**config.mk**
```make
export PLATFORM = sky130hd
export DESIGN_NAME = fetch_unit
export DESIGN_NICKNAME = d
export VERILOG_FILES = /design/src/rtl/riscv_pkg.sv /design/src/rtl/fetch_fifo.sv /design/src/rtl/fetch_unit.sv
export SDC_FILE = /design/constraint.sdc
export NUM_CORES = 1
export LEC_CHECK = 0
export ABC_AREA = 1
export CELL_PAD_IN_SITES_DETAIL_PLACEMENT = 0
export CELL_PAD_IN_SITES_GLOBAL_PLACEMENT = 1
export CORE_UTILIZATION = 45
export DETAILED_ROUTE_END_ITERATION = 6
export MAX_ROUTING_LAYER = met4
export PLACE_DENSITY_LB_ADDON = 0.1
export SLEW_MARGIN = 25
export SYNTH_ARGS = -nofsm -noshare
export SYNTH_HDL_FRONTEND = slang
export SYNTH_SLANG_ARGS = --single-unit
```
**constraint.sdc**
```tcl
create_clock -name clk -period 12.25 [get_ports clk]
set_input_delay 2.45 -clock clk [delete_from_list [all_inputs] [get_ports clk]]
set_output_delay 2.45 -clock clk [all_outputs]
set_load 0.1 [all_outputs]
```
**src/rtl/riscv_pkg.sv**
```systemverilog
// Shared fetch-side types: FSM state encoding, PC step and the buffered {pc, instr} entry.
package riscv_pkg;

  localparam int unsigned XLEN   = 32;
  localparam int unsigned PC_INC = 4;

  typedef enum logic [1:0] {
    FETCH = 2'd0,
    WAIT  = 2'd1,
    DRAIN = 2'd2
  } fetch_state_t;

  typedef struct packed {
    logic [XLEN-1:0] pc;
    logic [XLEN-1:0] instr;
  } fetch_entry_t;

endpackage

```
**src/rtl/fetch_fifo.sv**
```systemverilog
// Small synchronous FIFO of fetch entries; flush beats push/pop and the head is a register
// that holds its last value while the FIFO is empty.
module fetch_fifo
  import riscv_pkg::*;
#(
  parameter int unsigned DEPTH = 2
) (
  input  logic                           clk,
  input  logic                           rst,
  input  logic                           push_i,
  input  fetch_entry_t                   push_data_i,
  input  logic                           pop_i,
  input  logic                           flush_i,
  output logic [$clog2(DEPTH+1)-1:0]     count_o,
  output fetch_entry_t                   head_o
);

  localparam int unsigned PTR_W = $clog2(DEPTH);
  localparam int unsigned CNT_W = $clog2(DEPTH + 1);

  fetch_entry_t     mem_q [DEPTH];
  fetch_entry_t     head_q;
  logic [PTR_W-1:0] rd_ptr_q, wr_ptr_q, rd_next;
  logic [CNT_W-1:0] count_q;
  logic             push_ok, pop_ok;

  always_comb begin
    push_ok = push_i && !flush_i;
    pop_ok  = pop_i && !flush_i && (count_q != '0);
    rd_next = rd_ptr_q + PTR_W'(1);
  end

  // Storage array needs no reset: only slots below count are ever read.
  always_ff @(posedge clk) begin
    if (push_ok) mem_q[wr_ptr_q] <= push_data_i;
  end

  always_ff @(posedge clk or posedge rst) begin
    if (rst) begin
      rd_ptr_q <= '0;
      wr_ptr_q <= '0;
      count_q  <= '0;
      head_q   <= '0;
    end else if (flush_i) begin
      rd_ptr_q <= '0;
      wr_ptr_q <= '0;
      count_q  <= '0;
    end else begin
      if (push_ok) wr_ptr_q <= wr_ptr_q + PTR_W'(1);
      if (pop_ok)  rd_ptr_q <= rd_next;
      case ({push_ok, pop_ok})
        2'b10:   count_q <= count_q + CNT_W'(1);
        2'b01:   count_q <= count_q - CNT_W'(1);
        default: count_q <= count_q;
      endcase
      // Head follows the entry that will be at rd_ptr after this edge.
      if (push_ok && ((count_q == '0) || (pop_ok && (count_q == CNT_W'(1)))))
        head_q <= push_data_i;
      else if (pop_ok && (count_q > CNT_W'(1)))
        head_q <= mem_q[rd_next];
    end
  end

  assign count_o = count_q;
  assign head_o  = head_q;

endmodule

```
**src/rtl/fetch_unit.sv**
```systemverilog
// Instruction-fetch front end: owns the fetch PC, keeps one imem request outstanding,
// buffers responses for decode and flushes everything on a redirect.
module fetch_unit
  import riscv_pkg::*;
#(
  parameter int unsigned     WIDTH      = XLEN,
  parameter int unsigned     FIFO_DEPTH = 2,
  parameter logic [WIDTH-1:0] RESET_PC  = '0
) (
  input  logic             clk,
  input  logic             rst,
  output logic             imem_req_valid,
  input  logic             imem_req_ready,
  output logic [WIDTH-1:0] imem_req_addr,
  input  logic             imem_rsp_valid,
  input  logic [WIDTH-1:0] imem_rsp_data,
  input  logic             redirect_valid,
  input  logic [WIDTH-1:0] redirect_pc,
  output logic             instr_valid,
  input  logic             instr_ready,
  output logic [WIDTH-1:0] instr,
  output logic [WIDTH-1:0] instr_pc
);

  localparam int unsigned CNT_W = $clog2(FIFO_DEPTH + 1);

  fetch_state_t     state_q, state_d;
  logic [WIDTH-1:0] fetch_pc_q, fetch_pc_d;
  logic [WIDTH-1:0] req_pc_q, req_pc_d;
  logic [CNT_W-1:0] count;
  fetch_entry_t     head, push_entry;
  logic             req_fire, push, pop;

  always_comb begin
    imem_req_valid = !rst && (state_q == FETCH) && !redirect_valid
                     && (count < CNT_W'(FIFO_DEPTH));
    req_fire       = imem_req_valid && imem_req_ready;
    instr_valid    = (count != '0) && !redirect_valid;
    pop            = instr_valid && instr_ready;
    push           = (state_q == WAIT) && imem_rsp_valid && !redirect_valid;
    push_entry     = '{pc: XLEN'(req_pc_q), instr: XLEN'(imem_rsp_data)};
  end

  // Next-state: redirect overrides the PC in every state; WAIT without a response drains.
  always_comb begin
    state_d    = state_q;
    fetch_pc_d = fetch_pc_q;
    req_pc_d   = req_pc_q;
    case (state_q)
      FETCH: begin
        if (req_fire) begin
          state_d    = WAIT;
          req_pc_d   = fetch_pc_q;
          fetch_pc_d = fetch_pc_q + WIDTH'(PC_INC);
        end
      end
      WAIT: begin
        if (imem_rsp_valid)      state_d = FETCH;
        else if (redirect_valid) state_d = DRAIN;
      end
      DRAIN: begin
        if (imem_rsp_valid) state_d = FETCH;
      end
      default: state_d = FETCH;
    endcase
    if (redirect_valid) fetch_pc_d = redirect_pc & ~WIDTH'(3);
  end

  always_ff @(posedge clk or posedge rst) begin
    if (rst) begin
      state_q    <= FETCH;
      fetch_pc_q <= RESET_PC & ~WIDTH'(3);
      req_pc_q   <= '0;
    end else begin
      state_q    <= state_d;
      fetch_pc_q <= fetch_pc_d;
      req_pc_q   <= req_pc_d;
    end
  end

  fetch_fifo #(.DEPTH(FIFO_DEPTH)) u_fifo (
    .clk         (clk),
    .rst         (rst),
    .push_i      (push),
    .push_data_i (push_entry),
    .pop_i       (pop),
    .flush_i     (redirect_valid),
    .count_o     (count),
    .head_o      (head)
  );

  assign imem_req_addr = fetch_pc_q;
  assign instr         = WIDTH'(head.instr);
  assign instr_pc      = WIDTH'(head.pc);

endmodule

```
==> After elaboration in Yosys (flattened, before gate mapping) <==
Memories as Yosys holds them, arrays and structs flattened.
Cells that the tools add are included.
{ "op_classes": {"n_addsub": 5, "magnitude_cmp": 2, "n_eq_ne": 8, "muxes": 18, "bitwise_logic": 1, "n_reduce_logical": 30} }
{ "ops": {"columns": ["op", "n"], "rows": [
  ["2-to-1 mux 64 bit", 2],
  ["2-to-1 mux 32 bit", 3],
  ["adder 32 x 3 -> 32 bit (second input constant)", 1],
  ["logical AND 1 bit", 14],
  ["nonzero test 2 bit", 6],
  ["2-to-1 mux 2 bit", 5],
  ["equality test 2 x 1 -> 1 bit (second input constant)", 3],
  ["2-to-1 mux 1 bit", 6],
  ["case mux 2 bit (3 select lines)", 1],
  ["AND reduction 2 bit", 3],
  ["equality test 2 bit (second input constant)", 2],
  ["zero test 2 bit", 2],
  ["inequality test 2 bit (second input constant)", 2],
  ["case mux 2 bit (2 select lines)", 1],
  ["inequality test 3 bit (second input constant)", 1],
  ["AND reduction 3 bit", 1],
  ["nonzero test 3 bit", 1],
  ["adder 1 bit (second input constant)", 2],
  ["adder 2 x 1 -> 2 bit (second input constant)", 1],
  ["greater-than comparator 2 x 1 -> 1 bit (second input constant)", 1],
  ["zero test 1 bit", 2],
  ["< comparator 2 bit (second input constant)", 1],
  ["subtractor 2 x 1 -> 2 bit (second input constant)", 1],
  ["logical OR 1 bit", 1],
  ["inverter 1 bit", 1]
]} }
{ "totals": {"reg_bits": 134, "ramBits": 128, "in_bits": 70, "output_inout_bits": 98, "word_cells": 73, "mem_count": 1} }
{ "memory_table": {"columns": ["memory", "depth", "word_bits", "read_ports", "rd_clocked_by_memory_dff", "wr", "line", "source"], "rows": [
  ["u_fifo.mem_q", 2, 64, 1, 0, 1, "fetch_fifo.sv:21", "fetch_entry_t mem_q [DEPTH];"]
]} }

==> Longest topological paths before layout <==
{ "logic_depth": {"depth_word": 10, "depth_mapped": 10, "ltp_nobuf": 10} }

==> Cells and area by module <==
Synthesis repeated with hierarchy kept, for this count alone.
{ "hier_totals": {"cells_unflattened": 1349, "hier_area_um2": 11860.1} }
{ "by_module_without_submodules": {"columns": ["mod", "instances", "cells_each", "area_per_inst_um2", "seq_area_each_um2"], "rows": [
  ["fetch_fifo", 1, 869, 8431.8, 5545.3],
  ["fetch_unit", 1, 480, 3428.3, 1551.5]
]} }

==> Worst setup path before layout <==
OpenSTA, ideal clock, no wires.
{ "synth_timing": {"path_kind": "input port to output port", "startpoint": "input rst", "endpoint": "output imem_req_valid", "t_arrival_ns": 6.049, "required_time_ns": 9.800, "slack_ns": 3.751, "cell_stages": 3, "n_path_buf": 0, "cell_sequence": "inv_1 nand3_1 inv_1"} }
{ "synth_between": {"elab_chain_len": 4} }
{ "synth_rtl": {"columns": ["item", "line", "source"], "rows": [
  ["from (decl)", "fetch_unit.sv:11", "input logic rst,"],
  ["zero test 1 bit (no source line)", null, null],
  ["logical AND 1 bit (2 in a row)", "fetch_unit.sv:35", "imem_req_valid = !rst && (state_q == FETCH) && !redirect_valid"],
  ["logical AND 1 bit", "fetch_unit.sv:36", "&& (count < CNT_W'(FIFO_DEPTH));"],
  ["to (decl)", "fetch_unit.sv:12", "output logic imem_req_valid,"]
]} }
Every way passes these cells.

==> Final worst setup path <==
Ends and elaborated chain as after synthesis.

==> impl_table.tex <==
\begin{tabular}{lr}
\hline
Metric & Value \\
\hline
\multicolumn{2}{l}{\textbf{Status}} \\
\quad Run status & finished clean \\
\multicolumn{2}{l}{\textbf{STA}} \\
\quad Unrepaired setup endpoints after global routing & false \\
\quad Setup clock skew after layout & 0.01322 ns \\
\quad Top achievable clock speed & 135.9 MHz \\
\quad Worst slew margin & 0.3023 \\
\quad Count of final hold-check violations & 0 \\
\quad Setup TNS & 0 ns \\
\quad Min setup slack post-route & 4.892 ns \\
\quad Worst slew pin tran & 1.043 ns \\
\quad Final worst-path cycle share & 0.6007 \\
\quad Minimum clock period after layout & 7.358 ns \\
\quad Count of endpoints failing setup in the final report & 0 \\
\quad Fin. max-slew vios & 0 \\
\multicolumn{2}{l}{\textbf{Power}} \\
\quad Overall power after layout & 3.496 mW \\
\quad Static leakage power & 5.839 nW \\
\quad Worst VDD drop & between 150 and 200 uV \\
\quad Power per standard cell area & 249.8 nW/um2 \\
\multicolumn{2}{l}{\textbf{Synth}} \\
\quad Per-instance average area after synthesis & between 9 and 10 um2 \\
\quad Number of flip-flops and latches in the synthesized netlist & 252 \\
\quad Cells after synthesis & 1176 \\
\quad Sequential cell area fraction in the yosys report & 0.6097 \\
\quad Top cell type's share of synthesized area & 0.3278 \\
\quad Top area cells in the synthesized netlist & sky130\_fd\_sc\_hd\_\_edfxtp\_1 33\%, sky130\_fd\_sc\_hd\_\_dfrtp\_1 28\%, sky130\_fd\_sc\_hd\_\_nand2\_1 12\% \\
\quad Number of warnings printed during yosys synthesis & 0 \\
\quad Cell type with the largest total area after synthesis & sky130\_fd\_sc\_hd\_\_edfxtp\_1 \\
\quad Cell area after synthesis & 11360 um2 \\
\quad Yosys cell types & 29 \\
\multicolumn{2}{l}{\textbf{Global routing}} \\
\quad Fraction of met3 tracks used by global routing & 0.02763 \\
\quad Wire length of the first global-routing pass & 42.10 mm \\
\quad Number of global-route vias before repair & 7911 \\
\quad GR peak layer & met2 \\
\quad Remaining global-route overflow & 0 \\
\quad Aggregate global-route resource usage & 0.2101 \\
\quad Global Route met1 Usage & 0.2789 \\
\quad Largest net degree at the start of global routing & 77 \\
\quad Antenna violations before repair & 1 \\
\quad Met2 layer usage reported by global route & 0.3384 \\
\multicolumn{2}{l}{\textbf{Place}} \\
\quad DPL Wire Length & around 16 mm \\
\quad Port Buffers & 161 \\
\quad Global placer's final weighted congestion & 0.8577 \\
\quad Worst setup slack after placement & 4.845 ns \\
\multicolumn{2}{l}{\textbf{CTS}} \\
\quad Hold buffers post-CTS & 0 \\
\quad CTS Root Cell & sky130\_fd\_sc\_hd\_\_clkbuf\_16 \\
\quad Clock transition at the register clock pins on the worst setup and hold paths after CTS & 0.06 ns \\
\quad Number of buffers inserted during clock tree synthesis & 27 \\
\quad Post-CTS resize count & 0 \\
\quad Clk\_lat worst skew & 0.53 ns \\
\quad Number of sinks driven by the clock tree & 252 \\
\quad Post-CTS setup buffer count & 0 \\
\quad Worst-case clock buffer depth & 3 \\
\quad CTS tree & yes \\
\quad Total number of H-tree levels & 1 \\
\multicolumn{2}{l}{\textbf{Detailed routing}} \\
\quad Routed vias & 8329 \\
\quad Average routed wire per standard cell & 15.82 um \\
\quad Via density per instance & 5.005 \\
\quad Post-detailed-route count of antenna-violating nets & 0 \\
\quad DR iter-0 viols & 580 \\
\quad Routed WL & 26.32 mm \\
\quad DRC violations left & 0 \\
\quad Total iterations of the first detailed-routing run & 5 \\
\multicolumn{2}{l}{\textbf{Final layout}} \\
\quad Combined flip-flop and latch cell area & 6930 um2 \\
\quad Footprint of the multi-input gates & 3626 um2 \\
\quad \# fillers & around 2.2k \\
\quad Layout cells sized above 1 & 0.05004 \\
\quad Most common cell after layout, fill and taps aside & sky130\_fd\_sc\_hd\_\_nand2\_1 \\
\quad NumNets Final & between 1k and 1.5k \\
\quad Area delta synth->final & 23.18\% \\
\quad Highest-count cells in the layout ignoring fill and taps & 355 x sky130\_fd\_sc\_hd\_\_nand2\_1, 161 x sky130\_fd\_sc\_hd\_\_clkdlybuf4s50\_1, 128 x sky130\_fd\_sc\_hd\_\_nand3\_1, 127 x sky130\_fd\_sc\_hd\_\_dfrtp\_1 \\
\multicolumn{2}{l}{\textbf{Floorplan}} \\
\quad Horiz. Die Dim & 160.9 um \\
\quad IO Count & 168 \\
\quad Effective utilization at floorplan & 0.4631 \\
\quad Die outline height & 160.9 um \\
\quad Full die area & 25890 um2 \\
\quad FP Rows & 57 \\
\quad Area inside the core boundary & 24530 um2 \\
\multicolumn{2}{l}{\textbf{Critical path}} \\
\quad Element type at the critical path end & primary output \\
\quad CP Class & primary input to primary output \\
\quad Cells along the critical path & clkdlybuf4s50\_1 > inv\_6 > nand3\_1 > inv\_1 > clkdlybuf4s50\_1 \\
\quad Crit path buf inv count & 4 \\
\quad Endpoint required time on the critical path & approximately 9.8 ns \\
\quad Worst path top cell family by delay & buffers and inverters \\
\quad Delay of the slowest cell on the worst path & 1.14 ns \\
\quad Largest fanout on the critical path & 71 \\
\quad Worst-path cell with the longest stage delay & sky130\_fd\_sc\_hd\_\_clkdlybuf4s50\_1 \\
\quad Arrival time worst endpoint & 4.91 ns \\
\quad Most frequent cell on the critical path & sky130\_fd\_sc\_hd\_\_clkdlybuf4s50\_1 \\
\quad Startpoint types & primary input \\
\multicolumn{2}{l}{\textbf{Min path}} \\
\quad Hold/Removal Path Class & flip-flop to flip-flop \\
\multicolumn{2}{l}{\textbf{Job}} \\
\quad Max-Cap Viols & 0 \\
\hline
\end{tabular}
[sequential cells by signal, indices dropped and copies added, names as in the netlist]
| name | cells |
|---|---|
| u_fifo.head_o | 62 |
| u_fifo.mem_q | 124 |
| req_pc_q | 30 |
| u_fifo.rd_ptr_q | 1 |
| state_q | 2 |
| u_fifo.count_o | 2 |
| u_fifo.wr_ptr_q | 1 |
| imem_req_addr | 30 |
[report_power, final]
part	switching [mW]	internal [mW]	total, mW	leakage [nW]
combinational	1.12	0.351	1.47	2.71
sequential	0.147	1.09	1.23	2.71
clock	0.323	0.466	0.790	0.417
total	1.59	1.90	3.50	5.84
[synth_stat cells, drive strengths merged]
| cell type | n |
|---|---|
| nand2 | 358 |
| mux2i | 62 |
| dfrtp | 128 |
| nand3 | 128 |
| inv | 129 |
| conb | 1 |
| nand4 | 2 |
| or2 | 1 |
| o21ai | 118 |
| buf | 45 |
| ha | 3 |
| nor2 | 48 |
| xor2 | 1 |
| a31o | 1 |
| clkbuf | 15 |
| o211ai | 8 |
| and2 | 2 |
| o31ai | 1 |
| o21bai | 1 |
| edfxtp | 124 |
[area by class of cell]
cell class,instances,share of cell area
clock inverters,12,0.008225
diodes,1,0.0001788
clock buffers,38,0.05337
repair buffers,170,0.1200
flip-flops and latches,252,0.4952
inverters,129,0.03496
well taps,324,0.02897
multi-input cells,738,0.2591
[worst paths after layout]
path,startpoint,to,slack [ns],depth (start not counted)
worst max register to register,u_fifo.count_o[1]$_DFFE_PP0P_,u_fifo.head_o[34]$_DFFE_PP0P_,9.55,9
worst min register to register,req_pc_q[2]$_DFFE_PP0P_,u_fifo.mem_q[1][34]$_DFFE_PP_,0.47,0
worst max-delay path,rst,imem_req_valid,4.89,5
max in group asynchronous,rst,u_fifo.rd_ptr_q$_DFFE_PP0P_,8.44,3
min in group asynchronous,rst,u_fifo.head_o[13]$_DFFE_PP0P_,2.45,2
worst min-delay path,req_pc_q[2]$_DFFE_PP0P_,u_fifo.mem_q[1][34]$_DFFE_PP_,0.47,0
[worst register-to-register path, cell delays in order (launching register included)]
cell                      delay, ns
sky130_fd_sc_hd__dfrtp_1       0.45
sky130_fd_sc_hd__inv_1         0.12
sky130_fd_sc_hd__ha_1          0.22
sky130_fd_sc_hd__a31o_1        0.16
sky130_fd_sc_hd__nand2_4       0.30
sky130_fd_sc_hd__inv_2         0.54
sky130_fd_sc_hd__buf_4         0.51
sky130_fd_sc_hd__nand2_1       0.13
sky130_fd_sc_hd__nand2_1       0.11
sky130_fd_sc_hd__nand2_1       0.06
[layer usage]
layer / vias to the layer above / routed length (um)
met5: - / 0
met4: 0 / 588
met3: 38 / 1380
met2: 231 / 12240
met1: 3911 / 12110
li1: 4149 / -
[stage by stage]
step	std cells	hold WS, ns	utilization	cell area [um2]
after global routing	1664	0.4810	0.5704	13990
after detailed placement	1613	0.4553	0.5352	13130
after CTS	1663	0.4664	0.5703	13990
after floorplan	1179	0.4421	-	11370
final	1664	0.4668	0.5704	13990
after global placement	1613	0.4443	0.5352	13130
[logic make-up (layout without fill, tap and decap cells)]
kind of cell | Yosys count | count (layout) | synth area share
flip-flops | 252 | 252 | 0.6097
AO/OA/AOI/OAI | 129 | 129 | 0.05936
AND/OR/NAND/NOR | 539 | 539 | 0.1976
adder cells (fa/ha/maj) | 3 | 3 | 0.003304
multiplexers | 62 | 62 | 0.05463
other | 1 | 5 | 0.0003301
XOR/XNOR | 1 | 1 | 0.0007711
buffers and inverters | 189 | 349 | 0.07434
Power figures use the tool's default switching activity.
